===== src/rtl/idecode_pkg.sv =====
// ---------------------------------------------------------------------------
// idecode_pkg
// Constants shared between the decode stage and the execute stage:
//   - primary opcode values
//   - ctrl_out bit positions and the packed ctrl_t layout
//   - alu_op encodings
//   - helpers that map an opcode to its control word and to whether it
//     consumes the rt register as a source operand.
// ---------------------------------------------------------------------------
package idecode_pkg;

    // Primary opcodes (instr[31:26])
    localparam logic [5:0] OP_RTYPE = 6'h00;
    localparam logic [5:0] OP_LW    = 6'h23;
    localparam logic [5:0] OP_SW    = 6'h2B;
    localparam logic [5:0] OP_ADDI  = 6'h08;
    localparam logic [5:0] OP_BEQ   = 6'h04;
    localparam logic [5:0] OP_BNE   = 6'h05;
    localparam logic [5:0] OP_J     = 6'h02;

    // ctrl_out bit positions
    localparam int CTRL_W          = 10;
    localparam int CTRL_REG_WRITE  = 9;
    localparam int CTRL_MEM_READ   = 8;
    localparam int CTRL_MEM_WRITE  = 7;
    localparam int CTRL_MEM_TO_REG = 6;
    localparam int CTRL_ALU_SRC    = 5;
    localparam int CTRL_REG_DST    = 4;
    localparam int CTRL_ALU_OP_MSB = 3;
    localparam int CTRL_ALU_OP_LSB = 0;

    // alu_op encodings; ALU_FUNCT tells execute to decode the funct field
    localparam logic [3:0] ALU_ADD   = 4'h0;
    localparam logic [3:0] ALU_SUB   = 4'h1;
    localparam logic [3:0] ALU_FUNCT = 4'h2;

    // Field order matches the bit positions above (reg_write is bit 9).
    typedef struct packed {
        logic       reg_write;
        logic       mem_read;
        logic       mem_write;
        logic       mem_to_reg;
        logic       alu_src;
        logic       reg_dst;
        logic [3:0] alu_op;
    } ctrl_t;

    // Opcode -> control word. Unknown opcodes (and j, which does nothing
    // downstream) produce an all-zero word, i.e. a NOP.
    function automatic ctrl_t decode_ctrl(input logic [5:0] opcode);
        ctrl_t c;
        c = '0;
        case (opcode)
            OP_RTYPE: begin
                c.reg_write = 1'b1;
                c.reg_dst   = 1'b1;
                c.alu_op    = ALU_FUNCT;
            end
            OP_LW: begin
                c.reg_write  = 1'b1;
                c.mem_read   = 1'b1;
                c.mem_to_reg = 1'b1;
                c.alu_src    = 1'b1;
                c.alu_op     = ALU_ADD;
            end
            OP_SW: begin
                c.mem_write = 1'b1;
                c.alu_src   = 1'b1;
                c.alu_op    = ALU_ADD;
            end
            OP_ADDI: begin
                c.reg_write = 1'b1;
                c.alu_src   = 1'b1;
                c.alu_op    = ALU_ADD;
            end
            OP_BEQ, OP_BNE: begin
                c.alu_op = ALU_SUB;
            end
            default: c = '0;
        endcase
        return c;
    endfunction

    // Opcodes whose rt field is a source operand (and so can suffer a
    // load-use hazard on rt). For lw/addi rt is the destination.
    function automatic logic reads_rt(input logic [5:0] opcode);
        return (opcode == OP_RTYPE) || (opcode == OP_SW) ||
               (opcode == OP_BEQ)   || (opcode == OP_BNE);
    endfunction

endpackage


===== src/rtl/idecode_if.sv =====
// ---------------------------------------------------------------------------
// idecode_if
// Bundles the decode stage's fetch-side inputs, write-back port, EX hazard
// inputs, fetch redirect outputs and registered ID/EX outputs.
//   master : the surrounding pipeline (drives fetch/wb/ex, reads results)
//   slave  : the decode stage itself
// ---------------------------------------------------------------------------
interface idecode_if
    import idecode_pkg::*;
#(
    parameter int ADDR_BITS     = 32,
    parameter int DATA_WIDTH    = 32,
    parameter int REG_ADDR_BITS = 5
);
    // global step
    logic                     enable;
    // from fetch
    logic [DATA_WIDTH-1:0]    instr_in;
    logic [ADDR_BITS-1:0]     next_pc_in;
    // write-back port
    logic                     wb_we;
    logic [REG_ADDR_BITS-1:0] wb_addr;
    logic [DATA_WIDTH-1:0]    wb_data;
    // load currently in EX
    logic                     ex_mem_read;
    logic [REG_ADDR_BITS-1:0] ex_rt;
    // redirect / hazard back to fetch
    logic                     branch;
    logic [ADDR_BITS-1:0]     branch_pc_out;
    logic                     stall;
    // ID/EX pipeline register
    logic [DATA_WIDTH-1:0]    rs_data_out;
    logic [DATA_WIDTH-1:0]    rt_data_out;
    logic [DATA_WIDTH-1:0]    imm_out;
    logic [REG_ADDR_BITS-1:0] rs_out;
    logic [REG_ADDR_BITS-1:0] rt_out;
    logic [REG_ADDR_BITS-1:0] rd_out;
    logic [CTRL_W-1:0]        ctrl_out;

    modport master (
        output enable, instr_in, next_pc_in, wb_we, wb_addr, wb_data,
               ex_mem_read, ex_rt,
        input  branch, branch_pc_out, stall, rs_data_out, rt_data_out,
               imm_out, rs_out, rt_out, rd_out, ctrl_out
    );

    modport slave (
        input  enable, instr_in, next_pc_in, wb_we, wb_addr, wb_data,
               ex_mem_read, ex_rt,
        output branch, branch_pc_out, stall, rs_data_out, rt_data_out,
               imm_out, rs_out, rt_out, rd_out, ctrl_out
    );
endinterface


===== src/rtl/reg_file.sv =====
// ---------------------------------------------------------------------------
// reg_file
// 2-read / 1-write register file, 2**REG_ADDR_BITS entries.
//   clk, reset           : clock, asynchronous active-high clear of all entries
//   enable               : global step; writes only happen while high
//   rd_addr_a/b, rd_data_a/b : combinational read ports
//   wr_en, wr_addr, wr_data  : write port
// r0 always reads zero and ignores writes. A read of the register being
// written in the same cycle returns the write data (write-through bypass).
// ---------------------------------------------------------------------------
module reg_file #(
    parameter int DATA_WIDTH    = 32,
    parameter int REG_ADDR_BITS = 5
) (
    input  logic                     clk,
    input  logic                     reset,
    input  logic                     enable,
    input  logic [REG_ADDR_BITS-1:0] rd_addr_a,
    input  logic [REG_ADDR_BITS-1:0] rd_addr_b,
    output logic [DATA_WIDTH-1:0]    rd_data_a,
    output logic [DATA_WIDTH-1:0]    rd_data_b,
    input  logic                     wr_en,
    input  logic [REG_ADDR_BITS-1:0] wr_addr,
    input  logic [DATA_WIDTH-1:0]    wr_data
);
    localparam int NUM_REGS = 1 << REG_ADDR_BITS;

    logic [DATA_WIDTH-1:0] regs [NUM_REGS];
    logic                  wr_live;

    // A write to r0 is not a write at all, neither for storage nor bypass.
    assign wr_live = wr_en && (wr_addr != '0);

    always_ff @(posedge clk or posedge reset) begin
        if (reset) begin
            for (int i = 0; i < NUM_REGS; i++) begin
                regs[i] <= '0;
            end
        end else if (wr_live && enable) begin
            regs[wr_addr] <= wr_data;
        end
    end

    // Bypass does not look at enable: the value on the write port is what
    // the register will hold, so a same-cycle reader sees it either way.
    always_comb begin
        rd_data_a = regs[rd_addr_a];
        if (rd_addr_a == '0) begin
            rd_data_a = '0;
        end else if (wr_live && (wr_addr == rd_addr_a)) begin
            rd_data_a = wr_data;
        end
    end

    always_comb begin
        rd_data_b = regs[rd_addr_b];
        if (rd_addr_b == '0) begin
            rd_data_b = '0;
        end else if (wr_live && (wr_addr == rd_addr_b)) begin
            rd_data_b = wr_data;
        end
    end

endmodule


===== src/rtl/idecode.sv =====
// ---------------------------------------------------------------------------
// idecode
// Instruction decode stage of a 5-stage MIPS-like pipeline.
//   clk   : rising-edge clock
//   reset : asynchronous active-high; clears ID/EX and the register file
//   bus   : idecode_if.slave
//     enable                  global step, low freezes all state
//     instr_in, next_pc_in    instruction from fetch and its PC+4
//     wb_we/wb_addr/wb_data   write-back port into the register file
//     ex_mem_read, ex_rt      load in EX, used for load-use detection
//     branch, branch_pc_out   combinational redirect to fetch
//     stall                   load-use hazard, fetch holds while high
//     rs/rt_data_out, imm_out, rs/rt/rd_out, ctrl_out   ID/EX register
// Branches resolve here with one delay slot: the instruction behind a taken
// branch is never flushed.
// ---------------------------------------------------------------------------
module idecode
    import idecode_pkg::*;
#(
    parameter int ADDR_BITS     = 32,
    parameter int DATA_WIDTH    = 32,
    parameter int REG_ADDR_BITS = 5
) (
    input logic      clk,
    input logic      reset,
    idecode_if.slave bus
);
    // ---- stage p0: field extraction, register read, hazard, branch ----
    logic [5:0]                   opcode_p0;
    logic [REG_ADDR_BITS-1:0]     rs_p0;
    logic [REG_ADDR_BITS-1:0]     rt_p0;
    logic [REG_ADDR_BITS-1:0]     rd_p0;
    logic signed [DATA_WIDTH-1:0] imm_p0;
    logic [DATA_WIDTH-1:0]        rs_data_p0;
    logic [DATA_WIDTH-1:0]        rt_data_p0;
    logic                         stall_p0;
    logic                         taken_p0;
    logic signed [ADDR_BITS-1:0]  br_off_p0;
    logic [ADDR_BITS-1:0]         br_pc_p0;
    logic [ADDR_BITS-1:0]         j_pc_p0;

    assign opcode_p0 = bus.instr_in[31:26];
    assign rs_p0     = bus.instr_in[21 +: REG_ADDR_BITS];
    assign rt_p0     = bus.instr_in[16 +: REG_ADDR_BITS];
    assign rd_p0     = bus.instr_in[11 +: REG_ADDR_BITS];
    assign imm_p0    = {{(DATA_WIDTH-16){bus.instr_in[15]}}, bus.instr_in[15:0]};

    reg_file #(
        .DATA_WIDTH    (DATA_WIDTH),
        .REG_ADDR_BITS (REG_ADDR_BITS)
    ) u_reg_file (
        .clk       (clk),
        .reset     (reset),
        .enable    (bus.enable),
        .rd_addr_a (rs_p0),
        .rd_addr_b (rt_p0),
        .rd_data_a (rs_data_p0),
        .rd_data_b (rt_data_p0),
        .wr_en     (bus.wb_we),
        .wr_addr   (bus.wb_addr),
        .wr_data   (bus.wb_data)
    );

    // Load-use: the loaded value is not available until after MEM, so any
    // source operand matching the load's destination must wait a cycle.
    assign stall_p0 = bus.ex_mem_read && (bus.ex_rt != '0) &&
                      ((bus.ex_rt == rs_p0) ||
                       ((bus.ex_rt == rt_p0) && reads_rt(opcode_p0)));

    always_comb begin
        taken_p0 = 1'b0;
        case (opcode_p0)
            OP_BEQ:  taken_p0 = (rs_data_p0 == rt_data_p0);
            OP_BNE:  taken_p0 = (rs_data_p0 != rt_data_p0);
            OP_J:    taken_p0 = 1'b1;
            default: taken_p0 = 1'b0;
        endcase
    end

    // Word offset scaled to bytes; the add wraps at ADDR_BITS.
    assign br_off_p0 = {{(ADDR_BITS-18){bus.instr_in[15]}}, bus.instr_in[15:0], 2'b00};
    assign br_pc_p0  = bus.next_pc_in + $unsigned(br_off_p0);
    assign j_pc_p0   = {bus.next_pc_in[ADDR_BITS-1:28], bus.instr_in[25:0], 2'b00};

    assign bus.stall         = stall_p0;
    assign bus.branch        = taken_p0 && !stall_p0 && bus.enable;
    assign bus.branch_pc_out = (opcode_p0 == OP_J) ? j_pc_p0 : br_pc_p0;

    // ---- stage p1: ID/EX pipeline register ----
    ctrl_t                    ctrl_p1;
    logic [DATA_WIDTH-1:0]    rs_data_p1;
    logic [DATA_WIDTH-1:0]    rt_data_p1;
    logic [DATA_WIDTH-1:0]    imm_p1;
    logic [REG_ADDR_BITS-1:0] rs_p1;
    logic [REG_ADDR_BITS-1:0] rt_p1;
    logic [REG_ADDR_BITS-1:0] rd_p1;

    // On a stall only ctrl is forced to zero (the bubble); the data fields
    // still load, since nothing downstream acts on them without ctrl bits.
    always_ff @(posedge clk or posedge reset) begin
        if (reset) begin
            ctrl_p1    <= '0;
            rs_data_p1 <= '0;
            rt_data_p1 <= '0;
            imm_p1     <= '0;
            rs_p1      <= '0;
            rt_p1      <= '0;
            rd_p1      <= '0;
        end else if (bus.enable) begin
            ctrl_p1    <= stall_p0 ? ctrl_t'('0) : decode_ctrl(opcode_p0);
            rs_data_p1 <= rs_data_p0;
            rt_data_p1 <= rt_data_p0;
            imm_p1     <= $unsigned(imm_p0);
            rs_p1      <= rs_p0;
            rt_p1      <= rt_p0;
            rd_p1      <= rd_p0;
        end
    end

    assign bus.ctrl_out    = ctrl_p1;
    assign bus.rs_data_out = rs_data_p1;
    assign bus.rt_data_out = rt_data_p1;
    assign bus.imm_out     = imm_p1;
    assign bus.rs_out      = rs_p1;
    assign bus.rt_out      = rt_p1;
    assign bus.rd_out      = rd_p1;

endmodule

===== src/flat_wrapper.sv =====
// flat-port wrapper written by rule: the top's interface ports become plain ports
module idecode_flat import idecode_pkg::*;
#(
    parameter int ADDR_BITS     = 32,
    parameter int DATA_WIDTH    = 32,
    parameter int REG_ADDR_BITS = 5
)
  (clk, reset, bus_enable, bus_instr_in, bus_next_pc_in, bus_wb_we, bus_wb_addr, bus_wb_data, bus_ex_mem_read, bus_ex_rt, bus_branch, bus_branch_pc_out, bus_stall, bus_rs_data_out, bus_rt_data_out, bus_imm_out, bus_rs_out, bus_rt_out, bus_rd_out, bus_ctrl_out);
  idecode_if #(.ADDR_BITS(ADDR_BITS), .DATA_WIDTH(DATA_WIDTH), .REG_ADDR_BITS(REG_ADDR_BITS)) bus_i ();
  input logic clk;
  input logic reset;
  input wire logic [$bits(bus_i.enable)-1:0] bus_enable;
  input wire logic [$bits(bus_i.instr_in)-1:0] bus_instr_in;
  input wire logic [$bits(bus_i.next_pc_in)-1:0] bus_next_pc_in;
  input wire logic [$bits(bus_i.wb_we)-1:0] bus_wb_we;
  input wire logic [$bits(bus_i.wb_addr)-1:0] bus_wb_addr;
  input wire logic [$bits(bus_i.wb_data)-1:0] bus_wb_data;
  input wire logic [$bits(bus_i.ex_mem_read)-1:0] bus_ex_mem_read;
  input wire logic [$bits(bus_i.ex_rt)-1:0] bus_ex_rt;
  output wire logic [$bits(bus_i.branch)-1:0] bus_branch;
  output wire logic [$bits(bus_i.branch_pc_out)-1:0] bus_branch_pc_out;
  output wire logic [$bits(bus_i.stall)-1:0] bus_stall;
  output wire logic [$bits(bus_i.rs_data_out)-1:0] bus_rs_data_out;
  output wire logic [$bits(bus_i.rt_data_out)-1:0] bus_rt_data_out;
  output wire logic [$bits(bus_i.imm_out)-1:0] bus_imm_out;
  output wire logic [$bits(bus_i.rs_out)-1:0] bus_rs_out;
  output wire logic [$bits(bus_i.rt_out)-1:0] bus_rt_out;
  output wire logic [$bits(bus_i.rd_out)-1:0] bus_rd_out;
  output wire logic [$bits(bus_i.ctrl_out)-1:0] bus_ctrl_out;
  assign bus_i.enable = bus_enable;
  assign bus_i.instr_in = bus_instr_in;
  assign bus_i.next_pc_in = bus_next_pc_in;
  assign bus_i.wb_we = bus_wb_we;
  assign bus_i.wb_addr = bus_wb_addr;
  assign bus_i.wb_data = bus_wb_data;
  assign bus_i.ex_mem_read = bus_ex_mem_read;
  assign bus_i.ex_rt = bus_ex_rt;
  assign bus_branch = bus_i.branch;
  assign bus_branch_pc_out = bus_i.branch_pc_out;
  assign bus_stall = bus_i.stall;
  assign bus_rs_data_out = bus_i.rs_data_out;
  assign bus_rt_data_out = bus_i.rt_data_out;
  assign bus_imm_out = bus_i.imm_out;
  assign bus_rs_out = bus_i.rs_out;
  assign bus_rt_out = bus_i.rt_out;
  assign bus_rd_out = bus_i.rd_out;
  assign bus_ctrl_out = bus_i.ctrl_out;
  idecode #(.ADDR_BITS(ADDR_BITS), .DATA_WIDTH(DATA_WIDTH), .REG_ADDR_BITS(REG_ADDR_BITS)) u_core (.clk(clk), .reset(reset), .bus(bus_i));
endmodule

===== config.mk =====
export PLATFORM = sky130hd
export DESIGN_NAME = idecode_flat
export DESIGN_NICKNAME = d
export VERILOG_FILES = /design/src/rtl/idecode_pkg.sv /design/src/rtl/idecode_if.sv /design/src/rtl/reg_file.sv /design/src/rtl/idecode.sv /design/src/flat_wrapper.sv
export SDC_FILE = /design/constraint.sdc
export NUM_CORES = 2
export LEC_CHECK = 0
export CORE_UTILIZATION = 55
export CTS_CLUSTER_SIZE = 8
export DETAILED_ROUTE_END_ITERATION = 10
export MAX_ROUTING_LAYER = met4
export PLACE_DENSITY = 0.73
export SETUP_SLACK_MARGIN = 0.2
export SKIP_LAST_GASP = 1
export SYNTH_ARGS = -nofsm -noshare
export SYNTH_HDL_FRONTEND = slang
export SYNTH_SLANG_ARGS = --single-unit

===== constraint.sdc =====
create_clock -name clk -period 45.7 [get_ports clk]
set_input_delay 9.14 -clock clk [delete_from_list [all_inputs] [get_ports clk]]
set_output_delay 9.14 -clock clk [all_outputs]
set_load 0.01 [all_outputs]

==> Word-level counts from Yosys, hierarchy flattened <==
Cells that the tools add are included.
{ "totals": {"latchBits": 0, "mem_count": 0, "input_bits": 111, "ram_bits": 0, "mem_bits_ro": 0, "register_bits": 1129} }
{ "classes": {"add_sub_neg": 1, "n_div": 0, "n_shift": 0, "muxes": 22, "bitwise": 3, "n_lt_le_gt_ge": 4, "eq_ne": 12, "mul": 0, "reduce_logical": 23} }
{ "ops": {"columns": ["operator", "count"], "rows": [
  ["bitwise mux 1024 bit", 1],
  ["binary-select mux 32 bit (select 5 bit)", 2],
  ["two-way mux 32 bit", 10],
  ["demux 32 bit (select 5 bit)", 1],
  ["adder 32 bit", 1],
  ["== test 32 bit", 1],
  ["!= test 32 bit", 1],
  ["== test 5 bit", 4],
  ["greater-or-equal comparator 6 bit (second input constant)", 3],
  ["NOT 5 -> 6 bit", 3],
  ["== test 6 x 3 -> 1 bit (second input constant)", 2],
  ["== test 6 bit (second input constant)", 2],
  ["logical AND 1 bit", 10],
  ["zero test 5 bit", 2],
  ["two-way mux 10 bit", 1],
  ["nonzero test 5 bit", 2],
  ["== test 6 x 2 -> 1 bit (second input constant)", 1],
  ["== test 6 x 4 -> 1 bit (second input constant)", 1],
  ["zero test 6 bit", 1],
  ["< comparator 6 x 1 -> 1 bit (second input constant)", 1],
  ["OR reduction 3 bit", 2],
  ["two-way mux 1 bit", 5],
  ["logical OR 1 bit", 4],
  ["one-hot mux 2 bit (2 select lines)", 1],
  ["other kinds (3)", 3]
]} }

==> Logic depth before layout (Yosys ltp) <==
{ "depth": {"depth_word": 10, "ltp_mapped": 16, "mapped_depth_nobuf": 13} }

==> Cells and area by module <==
From an unflattened synthesis, not the netlist that was laid out.
{ "hier_totals": {"hier_cells": 4681, "area_unflattened_um2": 62363.6} }
{ "by_module_without_submodules": {"columns": ["module", "cells_per_inst", "instances", "area_each_um2"], "rows": [
  ["reg_file", 4052, 1, 56056.3],
  ["idecode", 629, 1, 6307.3]
]} }

==> Least setup slack after synthesis <==
No wires, ideal clock.
{ "synth_path": {"kind": "input to output", "start": "input bus_instr_in[22]", "end": "output bus_branch", "t_arrival_ps": 11977, "path_slack_ps": 24583, "required_ps": 36560, "n_path_buf": 4, "cell_stages": 12, "path_cell_list": "buf_2 -> buf_2 -> buf_2 -> buf_1 -> mux4_2 -> mux4_2 -> a32oi_1 -> nand2_1 -> xnor2_1 -> nand4_1 -> or4_1 -> nand3_1"} }
{ "synth_via": {"elab_chain_cells": 10} }
{ "synth_lines": {"columns": ["item", "line_no", "source"], "rows": [
  ["from (decl)", "flat_wrapper.sv:13", "input wire logic [$bits(bus_i.instr_in)-1:0] bus_instr_in;"],
  ["NOT 5 -> 6 bit (not written as such)", "reg_file.sv:47", "rd_data_a = regs[rd_addr_a];"],
  ["binary-select mux 32 bit (select 5 bit)", "reg_file.sv:47", null],
  ["two-way mux 32 bit (not written as such) (2 in a row)", "reg_file.sv:47", null],
  ["two-way mux 32 bit", "reg_file.sv:50", "end else if (wr_live && (wr_addr == rd_addr_a)) begin"],
  ["two-way mux 32 bit", "reg_file.sv:48", "if (rd_addr_a == '0) begin"],
  ["!= test 32 bit or == test 32 bit (tied branches)", "idecode.sv:74, idecode.sv:73", null],
  ["one-hot mux 1 bit (3 select lines)", "idecode.sv:72", "case (opcode_p0)"],
  ["logical AND 1 bit (*) (2 in a row)", "idecode.sv:86", "assign bus.branch = taken_p0 && !stall_p0 && bus.enable;"],
  ["to (decl)", "flat_wrapper.sv:20", "output wire logic [$bits(bus_i.branch)-1:0] bus_branch;"]
]} }
Every way passes the cells marked *; elsewhere a longest branch is shown, timed or not. The select of a mux whose other input is x is not followed.

==> Worst setup path in the final report <==
{ "layout_path": {"start": "input bus_instr_in[21]", "end": "output bus_branch"} }
The elaborated chain is that of the path after synthesis.

==> metrics.txt <==
status finished, final reports clean; Slew HR 0.147; PortBufs 263; area post-placement 0.0653 mm2; Ports 266; Max Buffers Root-to-Sink 3; ranking of synthesized cells by area dfrtp_1 (45%), mux2_2 (20%), mux4_2 (15%); Hold Crit Depth 0; area of all placed cells without fillers 0.0695 mm2; Synth warnings 0; Layout fillers 8382; RSZ-0062 raised after global routing no; fraction of registers with async set/reset 1.00; pwr/cell area 40.5 mW/mm2; Initial Util 0.558; GRT overflow 0; crit path max fanout 46; register area share after synthesis 0.452; Post-synth EDFFs 0; cts repair resizes 0; Lkg Pwr 30.9 nW; die area 0.114 mm2; area of the multi-input gates 0.0314 mm2; r2r worst-path depth 5; Critical Path AT 15.29 ns; final setup violation count 0; Residual DRC 0; final core utilization 0.626; Root Driver clkbuf_16; Worst Path Class, Setup in -> out; most numerous cell in the Yosys netlist dfrtp_1; clock buffer count from CTS 157; global-route usage over all layers 0.393; via count 44300; area grow syn2layout 12.2%; Die X 338 um; DP HPWL 129 mm; largest net degree at the start of global routing 162; TNS Setup 0 ns; DRT Pass-1 Iters 7; share of cells above drive strength 1 0.418; Skew-Pair Late Insertion Delay 0.76 ns; Synth top cells by count dfrtp_1 (1120), mux2_2 (1086), mux4_2 (421), clkbuf_1 (245), mux2i_1 (221); max-cap violation count 0; worst hold slack 0.380 ns; Synth cell types 95; fmax 40.9 MHz; Seq cells post-synth 1120; vias in the first global route 43900; H-tree depth 4; Post-Syn Area 0.0620 mm2; setup bufs post-CTS 0; clk_skew 0.0280 ns; Post-synth top flop dfrtp_1; cells after synthesis 4469; endpoints failing hold 0; cell taking the most area after synthesis dfrtp_1; Die Ht 338 um; Yosys top cell area share 0.452; Core Footprint 0.111 mm2; WP data required 36.56 ns; Register Area 0.0280 mm2; Final Wtd Congestion 0.996; CTS tree yes; Startpoint Class input port; synthesized area per cell 13.9 um2; row count 122; crit end category output pin; via/cell ratio 7.28; min cycle time layout 24.43 ns; Final period util 0.534; DRT antenna net count 0; Hold-fix buffers, CTS 0; CTS Sinks 1120; final wirelength 215 mm; Reg clk slew, reported paths 0.05 ns; Total Nets Final 4706; Worst Hold Class reg -> reg; worst-margin pin slew 1.26 ns; DRT iter0 DRCs 5602; Pins Over Slew Limit 0; initial antenna violation count 16; Wirelength per Cell 35.3 um; first-pass GRT wire length 311 mm; Max VDD drop 0.0348 mV
[routing by layer]
layer | routed length (um) | vias up | GRT usage
met4 | 12900 | 0 | 0.207
met5 | 0 | - | -
met1 | 81100 | 23200 | 0.509
li1 | - | 17200 | -
met3 | 27700 | 758 | 0.130
met2 | 93000 | 3118 | 0.547
[power breakdown]
part	switching, mW	internal [mW]	leakage, nW
Combinational	0.262	0.286	14.0
Sequential	0.102	1.12	14.9
Clock	0.420	0.624	2.05
Total	0.783	2.03	30.9
[state kept, by name, summed over array words and instances, names as in the netlist]
signal,count
u_core.bus.rt_out,5
u_core.bus.rs_out,5
u_core.u_reg_file.regs,1024
u_core.bus.rd_out,5
u_core.bus.imm_out,11
u_core.bus.ctrl_out,6
u_core.bus.rs_data_out,32
u_core.bus.rt_data_out,32
[stage by stage]
| step | total power [mW] | cells | setup slack [ns] |
|---|---|---|---|
| after floorplan | 1.57 | 4470 | 5.02 |
| after global placement | 1.75 | 5894 | 21.39 |
| after detailed placement | 1.77 | 5894 | 21.37 |
| after CTS | 2.81 | 6063 | 21.38 |
| after global routing | 2.90 | 6081 | 20.93 |
| final | 2.82 | 6083 | 21.27 |
[logic make-up (layout without fill, tap and decap cells)]
family | count (synthesis) | count (layout) | synth area share
AO/OA/AOI/OAI | 525 | 525 | 0.0606
XOR/XNOR | 65 | 65 | 0.00931
adder cells (fa/ha/maj) | 30 | 30 | 0.00618
buffers and inverters | 523 | 628 | 0.0434
flip-flops | 1120 | 1120 | 0.452
multiplexers | 1739 | 1739 | 0.391
other | 1 | 22 | 0.0000605
AND/OR/NAND/NOR | 466 | 466 | 0.0376
[worst paths after layout]
check	startpoint	slack, ns	endpoint
setup / recovery	bus_instr_in[21]	21.27	bus_branch
hold / removal	u_core.u_reg_file.regs[1010]$_DFFE_PP0P_	0.38	u_core.u_reg_file.regs[1010]$_DFFE_PP0P_
setup reg to reg	u_core.u_reg_file.regs[257]$_DFFE_PP0P_	43.01	u_core.bus.rs_data_out[1]$_DFFE_PP0P_
hold reg to reg	u_core.u_reg_file.regs[1010]$_DFFE_PP0P_	0.38	u_core.u_reg_file.regs[1010]$_DFFE_PP0P_
max in group asynchronous	reset	33.41	u_core.u_reg_file.regs[244]$_DFFE_PP0P_
min in group asynchronous	reset	8.95	u_core.u_reg_file.regs[942]$_DFFE_PP0P_
[area by class of cell]
cell class	count	share of cell area
flip-flops and latches	1120	0.403
repair buffers	414	0.0550
inverters	45	0.00255
diodes	20	0.000720
clock buffers	164	0.0590
clock inverters	5	0.000900
multi-input cells	2827	0.452
well taps	1488	0.0268
[layout by cell type, fill, tap and decap left out, drive strengths merged, types with 44 or more instances in the layout]
cell type,netlist,layout
a21oi,98,98
a221oi,63,63
a22oi,54,54
buf,233,161
clkbuf,245,164
clkdlybuf4s50,0,253
dfrtp,1120,1120
inv,43,46
mux2,1086,1086
mux2i,221,221
mux4,432,432
nand2,124,124
nor2,122,122
o21ai,79,79
xnor2,44,44
[critical path: stages]
cell and delay, ns:
buf_8 0.41, buf_4 0.61, buf_4 0.77, buf_4 0.82, mux4_2 0.61, mux4_2 0.49
a32oi_1 0.16, nand2_1 0.10, xnor2_1 0.43, nand4_1 0.18, or4_1 0.54, nand3_1 0.21
clkdlybuf4s50_1 0.58
Note: power is estimated with default switching activity, not from simulation.
